==> config.mk <==
export PLATFORM = sky130hd
export DESIGN_NAME = pipe_buffer_ctrl
export DESIGN_NICKNAME = d
export VERILOG_FILES = /design/src/rtl/pipe_buffer_ctrl.sv
export SDC_FILE = /design/constraint.sdc
export NUM_CORES = 1
export LEC_CHECK = 0
export CORE_ASPECT_RATIO = 0.75
export CORE_UTILIZATION = 51
export CTS_BUF_LIST = sky130_fd_sc_hd__clkbuf_16
export CTS_CLUSTER_DIAMETER = 200
export DETAILED_ROUTE_END_ITERATION = 6
export DONT_BUFFER_PORTS = 1
export PLACE_DENSITY = 0.66
export SKIP_CTS_REPAIR_TIMING = 1
export SYNTH_ARGS = -nofsm -noshare
export SYNTH_HDL_FRONTEND = slang
export SYNTH_SLANG_ARGS = --single-unit
==> constraint.sdc <==
create_clock -name clk -period 6.3 [get_ports clk]
set_input_delay 0.945 -clock clk [delete_from_list [all_inputs] [get_ports clk]]
set_output_delay 0.945 -clock clk [all_outputs]
set_load 0.05 [all_outputs]
==> src/rtl/pipe_buffer_ctrl.sv <==
// Two-stage instruction/PC buffer controller for a short in-order pipe.
// Inserts NOP bubbles for load-use hazards and taken-branch flushes, and freezes on mem_wait.
module pipe_buffer_ctrl #(
  parameter logic [31:0] NOP_INST     = 32'h00000013,
  parameter int unsigned FLUSH_CYCLES = 1
) (
  input  logic        clk,
  input  logic        rst_n,
  input  logic [31:0] inst_f,
  input  logic [31:0] pc_f,
  input  logic        br_taken,
  input  logic        mem_wait,
  output logic [31:0] IRbuffer1_out,
  output logic [31:0] IRbuffer2_out,
  output logic [31:0] pc1_out,
  output logic [31:0] pc2_out,
  output logic        pc_stall,
  output logic [15:0] bubble_cnt
);

  localparam logic [6:0] OpLoad = 7'b0000011;
  localparam logic [6:0] OpR    = 7'b0110011;
  localparam logic [6:0] OpI    = 7'b0010011;
  localparam logic [6:0] OpS    = 7'b0100011;
  localparam logic [6:0] OpB    = 7'b1100011;
  localparam logic [6:0] OpJalr = 7'b1100111;

  localparam logic [1:0] FlushReload = 2'(FLUSH_CYCLES - 1);

  logic [31:0] ir1_q, ir1_d;
  logic [31:0] ir2_q, ir2_d;
  logic [31:0] pc1_q, pc1_d;
  logic [31:0] pc2_q, pc2_d;
  logic [1:0]  flush_cnt_q, flush_cnt_d;
  logic [15:0] bubble_cnt_q, bubble_cnt_d;

  logic [6:0] op_f;
  logic [4:0] rs1_f, rs2_f, rd_1;
  logic       uses_rs1, uses_rs2;
  logic       load_use;
  logic       flushing;
  logic       insert_nop;

  assign op_f  = inst_f[6:0];
  assign rs1_f = inst_f[19:15];
  assign rs2_f = inst_f[24:20];
  assign rd_1  = ir1_q[11:7];

  assign uses_rs1 = (op_f == OpR) || (op_f == OpI) || (op_f == OpLoad) ||
                    (op_f == OpS) || (op_f == OpB) || (op_f == OpJalr);
  assign uses_rs2 = (op_f == OpR) || (op_f == OpS) || (op_f == OpB);

  assign load_use = (ir1_q[6:0] == OpLoad) && (rd_1 != 5'd0) &&
                    ((uses_rs1 && (rs1_f == rd_1)) || (uses_rs2 && (rs2_f == rd_1)));

  assign flushing = (flush_cnt_q != 2'd0);

  assign pc_stall = rst_n && (mem_wait || (load_use && !flushing && !br_taken));

  always_comb begin
    ir1_d        = ir1_q;
    ir2_d        = ir2_q;
    pc1_d        = pc1_q;
    pc2_d        = pc2_q;
    flush_cnt_d  = flush_cnt_q;
    bubble_cnt_d = bubble_cnt_q;
    insert_nop   = 1'b0;

    // mem_wait freezes everything, including a branch arriving this cycle.
    if (!mem_wait) begin
      ir2_d = ir1_q;
      pc2_d = pc1_q;
      pc1_d = pc_f;
      ir1_d = inst_f;

      if (br_taken) begin
        insert_nop  = 1'b1;
        flush_cnt_d = FlushReload;
      end else if (flushing) begin
        insert_nop  = 1'b1;
        flush_cnt_d = flush_cnt_q - 2'd1;
      end else if (load_use) begin
        insert_nop = 1'b1;
      end

      if (insert_nop) begin
        ir1_d = NOP_INST;
        if (bubble_cnt_q != 16'hFFFF) begin
          bubble_cnt_d = bubble_cnt_q + 16'd1;
        end
      end
    end
  end

  always_ff @(posedge clk) begin
    if (!rst_n) begin
      ir1_q        <= NOP_INST;
      ir2_q        <= NOP_INST;
      pc1_q        <= 32'd0;
      pc2_q        <= 32'd0;
      flush_cnt_q  <= 2'd0;
      bubble_cnt_q <= 16'd0;
    end else begin
      ir1_q        <= ir1_d;
      ir2_q        <= ir2_d;
      pc1_q        <= pc1_d;
      pc2_q        <= pc2_d;
      flush_cnt_q  <= flush_cnt_d;
      bubble_cnt_q <= bubble_cnt_d;
    end
  end

  assign IRbuffer1_out = ir1_q;
  assign IRbuffer2_out = ir2_q;
  assign pc1_out       = pc1_q;
  assign pc2_out       = pc2_q;
  assign bubble_cnt    = bubble_cnt_q;

endmodule

* Word-level counts from Yosys, hierarchy flattened
Cells that the tools add are included.
** Word-level totals
- Logic and storage cells :: 49
- Register bits after elaboration :: 146
** Operators by class
- Add/sub/neg operators :: 2
- Muxes and demuxes :: 7
- Equal/unequal tests :: 10
- Bitwise operators :: 1
- Reduce and logical (&&, ||, !) cells :: 23
** Operator list (number)
- 2-to-1 mux 32 bit :: 1
- adder 16 x 1 -> 16 bit (second input constant) :: 1
- inequality test 16 bit (second input constant) :: 1
- equality test 7 x 2 -> 1 bit (second input constant) :: 2
- equality test 7 x 6 -> 1 bit (second input constant) :: 2
- equality test 7 bit (second input constant) :: 2
- equality test 5 bit :: 2
- logical OR 1 bit :: 9
- equality test 7 x 5 -> 1 bit (second input constant) :: 1
- logical AND 1 bit :: 7
- nonzero test 5 bit :: 1
- 2-to-1 mux 1 bit :: 4
- 2-to-1 mux 2 bit :: 2
- nonzero test 2 bit :: 2
- AND reduction 3 bit :: 1
- zero test 1 bit :: 2
- AND reduction 2 bit :: 1
- subtractor 2 x 1 -> 2 bit (second input constant) :: 1
- inverter 1 bit :: 1

* Longest topological paths before layout
- Word-level depth :: 14
- Gate-level depth with buffers :: 9

* Least setup slack after synthesis
Ideal clock, no wire load.
- Kind :: input-to-output
- Start :: in mem_wait
- End :: out pc_stall
- Slack :: 2.884 ns
- Buffers on the path :: 3
- Data required time :: 5.355 ns
- Stages on the path :: 5
- Arrival time :: 2.471 ns
- Cell sequence :: clkbuf_1 > clkbuf_1 > clkbuf_1 > a21oi_1 > nor2_1
** On the way
- Word-level cells in the longest chain between the ends :: 2
** RTL lines
- from (decl) :: line 12 : input logic mem_wait,
- logical OR 1 bit :: line 58 : assign pc_stall = rst_n && (mem_wait || (load_use && !flushing && !br_taken));
- logical AND 1 bit :: line 58
- to (decl) :: line 17 : output logic pc_stall,
No other way between the ends.

* Final worst setup path
- Start :: reg ir1_q[10] (netlist: IRbuffer1_out[10])
- End :: out pc_stall
** On the way
- Word-level cells in the longest chain between the ends :: 8
- Elaborated cells between the ends (all ways) :: 12
- Classes of those cells :: 2 x eq/ne; 10 x reduce/logical
** RTL lines
- from (decl) :: line 30 : logic [31:0] ir1_q, ir1_d;
- from (signal assigned) :: line 104 : ir1_q <= ir1_d;
- equality test 5 bit :: line 54 : ((uses_rs1 && (rs1_f == rd_1)) || (uses_rs2 && (rs2_f == rd_1)));
- logical AND 1 bit :: line 54
- logical OR 1 bit :: line 54
- logical AND 1 bit * :: line 53 : assign load_use = (ir1_q[6:0] == OpLoad) && (rd_1 != 5'd0) &&
- logical AND 1 bit * (2 in a row) :: line 58
- logical OR 1 bit * :: line 58
- logical AND 1 bit * :: line 58
Every way passes the cells marked *; elsewhere a longest branch is shown, timed or not.

==> flow_metrics.env <==
export IMPL_grt_usage_pct=22.56
export IMPL_dp_cells=665
export IMPL_die_h_um=92.13
export IMPL_first_iter_violations=253
export IMPL_intPower_mw=1.544
export IMPL_synth_area_mm2=0.005524
export IMPL_synth_adder_area_share_pct=0.4530
export IMPL_multiInputGateArea_mm2=0.002445
export IMPL_start_util_pct=53.06
export IMPL_clk_pin_slew_ns=0.06
export IMPL_p_sw_uw=583.7
export IMPL_p_sw_share_pct=27.43
export IMPL_critPathCaptureType="output port"
export IMPL_p_comb_share_pct=4.1
export IMPL_core_mm2=0.01041
export IMPL_clk_latency_ns=0.41
export IMPL_crit_required_ns=5.35
export IMPL_setup_ws_ns=2.418
export IMPL_grt_pass1_wl_um=19540
export IMPL_period_needed_ns=3.882
export IMPL_rows=32
export IMPL_synthCells=562
export IMPL_yosysTopAreaCell="dfxtp_1"
export IMPL_ff_latch_area_mm2=0.002923
export IMPL_hp_class="reg2reg"
export IMPL_run_status="finished, final reports clean"
export IMPL_die_area_mm2=0.01126
export IMPL_critPathArrivalTime_ns=2.94
export IMPL_worstMarginPinSlew_ns=1.110
export IMPL_startpoint_type="flop"
export IMPL_synth_xor_xnor_area_share_pct=1.268
export IMPL_num_antenna_cells=0
export IMPL_setup_viol=0
export IMPL_grt_max_degree=140
export IMPL_wire_per_inst_um=18.35
export IMPL_p_seq_share_pct=51.8
export IMPL_io_buffers=0
export IMPL_power_density_mw_per_mm2=346.5
export IMPL_die_w_um=122.2
export IMPL_fill_cells=906
export IMPL_maxSlewViolCount=0
export IMPL_syn_nets=632
export IMPL_final_net_count=618
export IMPL_ant_nets=0
export IMPL_vdd_drop_max_mv=0.2199
export IMPL_wl_um=12790
export IMPL_cts_tree="yes"
export IMPL_critPathMaxFanout=7
export IMPL_synth_compound_area_share_pct=8.267
export IMPL_cts_buffers=17
export IMPL_synth_top_cell_area_share_pct=52.91
export IMPL_io_pin_count=213
export IMPL_ys_seq_area_share_pct=52.91
export IMPL_place_congestion=0.8594
export IMPL_overflow=0
export IMPL_fin_skew_ns=0.01018
export IMPL_grt_pass1_vias=3785
export IMPL_hold_violations=0
export IMPL_vias_per_cell=5.762
export IMPL_final_period_utilization_pct=61.61
export IMPL_finalSetupTns_ns=0
export IMPL_place_ws_ns=2.706
export IMPL_final_layout_size_suffix_gt1_share_pct=6.595
export IMPL_synth_top_family_by_area="multiplexers"
export IMPL_synth_area_per_cell_um2=9.829
export IMPL_maxSlewHeadroom_pct=25.49
export IMPL_dr_pass1_iters=5
export IMPL_clockRootBuffer="clkbuf_16"
export IMPL_crit_type="reg2out"
export IMPL_rsz0062_at_grt="no"
export IMPL_fmax_mhz=257.6
export IMPL_dp_hpwl_um=8651
export IMPL_leakagePower_nw=2.509
export IMPL_vias=4016
export IMPL_cts_sinks=146
export IMPL_synth_seq_cells=146
export IMPL_drc=0
export IMPL_h_tree_depth=4
export IMPL_maxCapViolCount=0
export IMPL_ys_warn_count=0
export IMPL_antenna_found_initial=0
export IMPL_ys_types=39
export IMPL_synth_mux_area_share_pct=18.30
export IMPL_synth_area_leaders="dfxtp_1 53%, mux2i_1 18%, nor2_1 8.6%"
export IMPL_ctsLongestPathBuffers=2
export IMPL_clkPwrFrac_pct=44.1
export IMPL_area_delta_synth_final_pct=11.19
export IMPL_synth_simple_area_share_pct=15.88
export IMPL_fin_cells=697
==> synthesized netlist by cell type (all sizes together) <==
master	n
o21a	3
and4	1
a222oi	1
nor2	126
nor4b	1
xor2	4
mux2i	101
nand2b	4
nand3	8
nor2b	3
nand2	23
o221a	1
buf	17
nor4	4
inv	7
nand4	4
ha	2
o21ai	7
nor3	4
o31ai	4
nand4b	2
clkbuf	18
xnor2	4
and3	2
dfxtp	146
a21oi	17
or4	8
o2111a	1
o211ai	2
and2	3
or2	1
o31a	1
or3	5
o21bai	2
a22oi	25
==> cells by family after synthesis <==
kind of cell | after synthesis
buf+inv | 42
compound gates | 64
mux | 101
fa+ha+maj | 2
flops | 146
xor+xnor | 8
simple gates | 199
==> cells in the final DEF, fill, tap and decap left out, types with 3 or more instances in the layout <==
cell type / instances
xor2_1: 4
nor3_1: 3
and2_1: 3
or4_1: 8
nand2b_1: 4
nor2_1: 126
nor2b_1: 3
a21oi_1: 16
or3_1: 5
nor4_1: 4
o31ai_1: 4
o21ai_0: 6
inv_1: 6
clkbuf_16: 17
o21a_1: 3
mux2i_1: 101
nand4_1: 4
clkinv_1: 3
clkinv_4: 7
xnor2_1: 4
dfxtp_1: 146
nand2_1: 23
a22oi_1: 25
nand3_1: 8
==> per-layer routing <==
metal  up-vias  routed length (um)  GRT usage, %  share of wire [%]
met5         -                   0             0                  0
met4         0                 249         10.47                1.9
met3        22                1298         9.639                 10
met2       156                6133         35.26                 48
met1      1911                5107         26.62                 40
li1       1927                   -             -                  -
==> critical path, cell delays in order, from the launching register on <==
cell and delay (ns):
dfxtp_1 0.76, inv_1 0.09, a222oi_1 0.37, nand4_1 0.23, a21oi_4 0.28, a21oi_1 0.10, nor2_1 0.69
==> per-stage QoR <==
| stage | cell area, um2 | utilization [%] | total power, mW | hold WS, ns |
|---|---|---|---|---|
| 2_1_floorplan | 5524 | - | 1.205 | 0.4496 |
| 3_5_place_dp | 5582 | 53.62 | 1.211 | 0.4677 |
| 3_3_place_gp | 5582 | 53.62 | 1.207 | 0.4595 |
| 4_1_cts | 6142 | 59.00 | 2.147 | 0.4760 |
| 5_1_grt | 6142 | 59.00 | 2.200 | 0.5030 |
| 6_report | 6142 | 59.00 | 2.128 | 0.4757 |
==> worst paths after layout <==
path                     start              to  slack, ns  cells past startpoint
max reg2reg  IRbuffer1_out[11]   bubble_cnt[5]       3.42                      6
max          IRbuffer1_out[10]        pc_stall       2.42                      6
min reg2reg     flush_cnt_q[1]  flush_cnt_q[1]       0.48                      2
min             flush_cnt_q[1]  flush_cnt_q[1]       0.48                      2
==> sequential cells by signal (all words and copies together) (netlist names) <==
register       count
IRbuffer1_out     32
IRbuffer2_out     32
pc1_out           32
pc2_out           32
bubble_cnt        16
flush_cnt_q        2
==> power by group through the flow <==
stage	sequential (mW)	clock, mW	combinational (mW)
floorplan	1.11	0	0.0947
global placement	1.12	0	0.0848
detailed placement	1.12	0	0.0886
CTS	1.10	0.956	0.0888
global route	1.11	0.996	0.0980
finish	1.10	0.938	0.0880
==> final cells by class <==
type                    instances  share of cell area [%]
flip-flops and latches        146                   47.59
multi-input cells             374                   39.80
clock buffers                  17                   6.926
well taps                     136                   2.770
clock inverters                15                   2.200
inverters                       7                  0.4685
repair buffers                  2                  0.2444
Note: power is estimated with default switching activity, not from simulation.
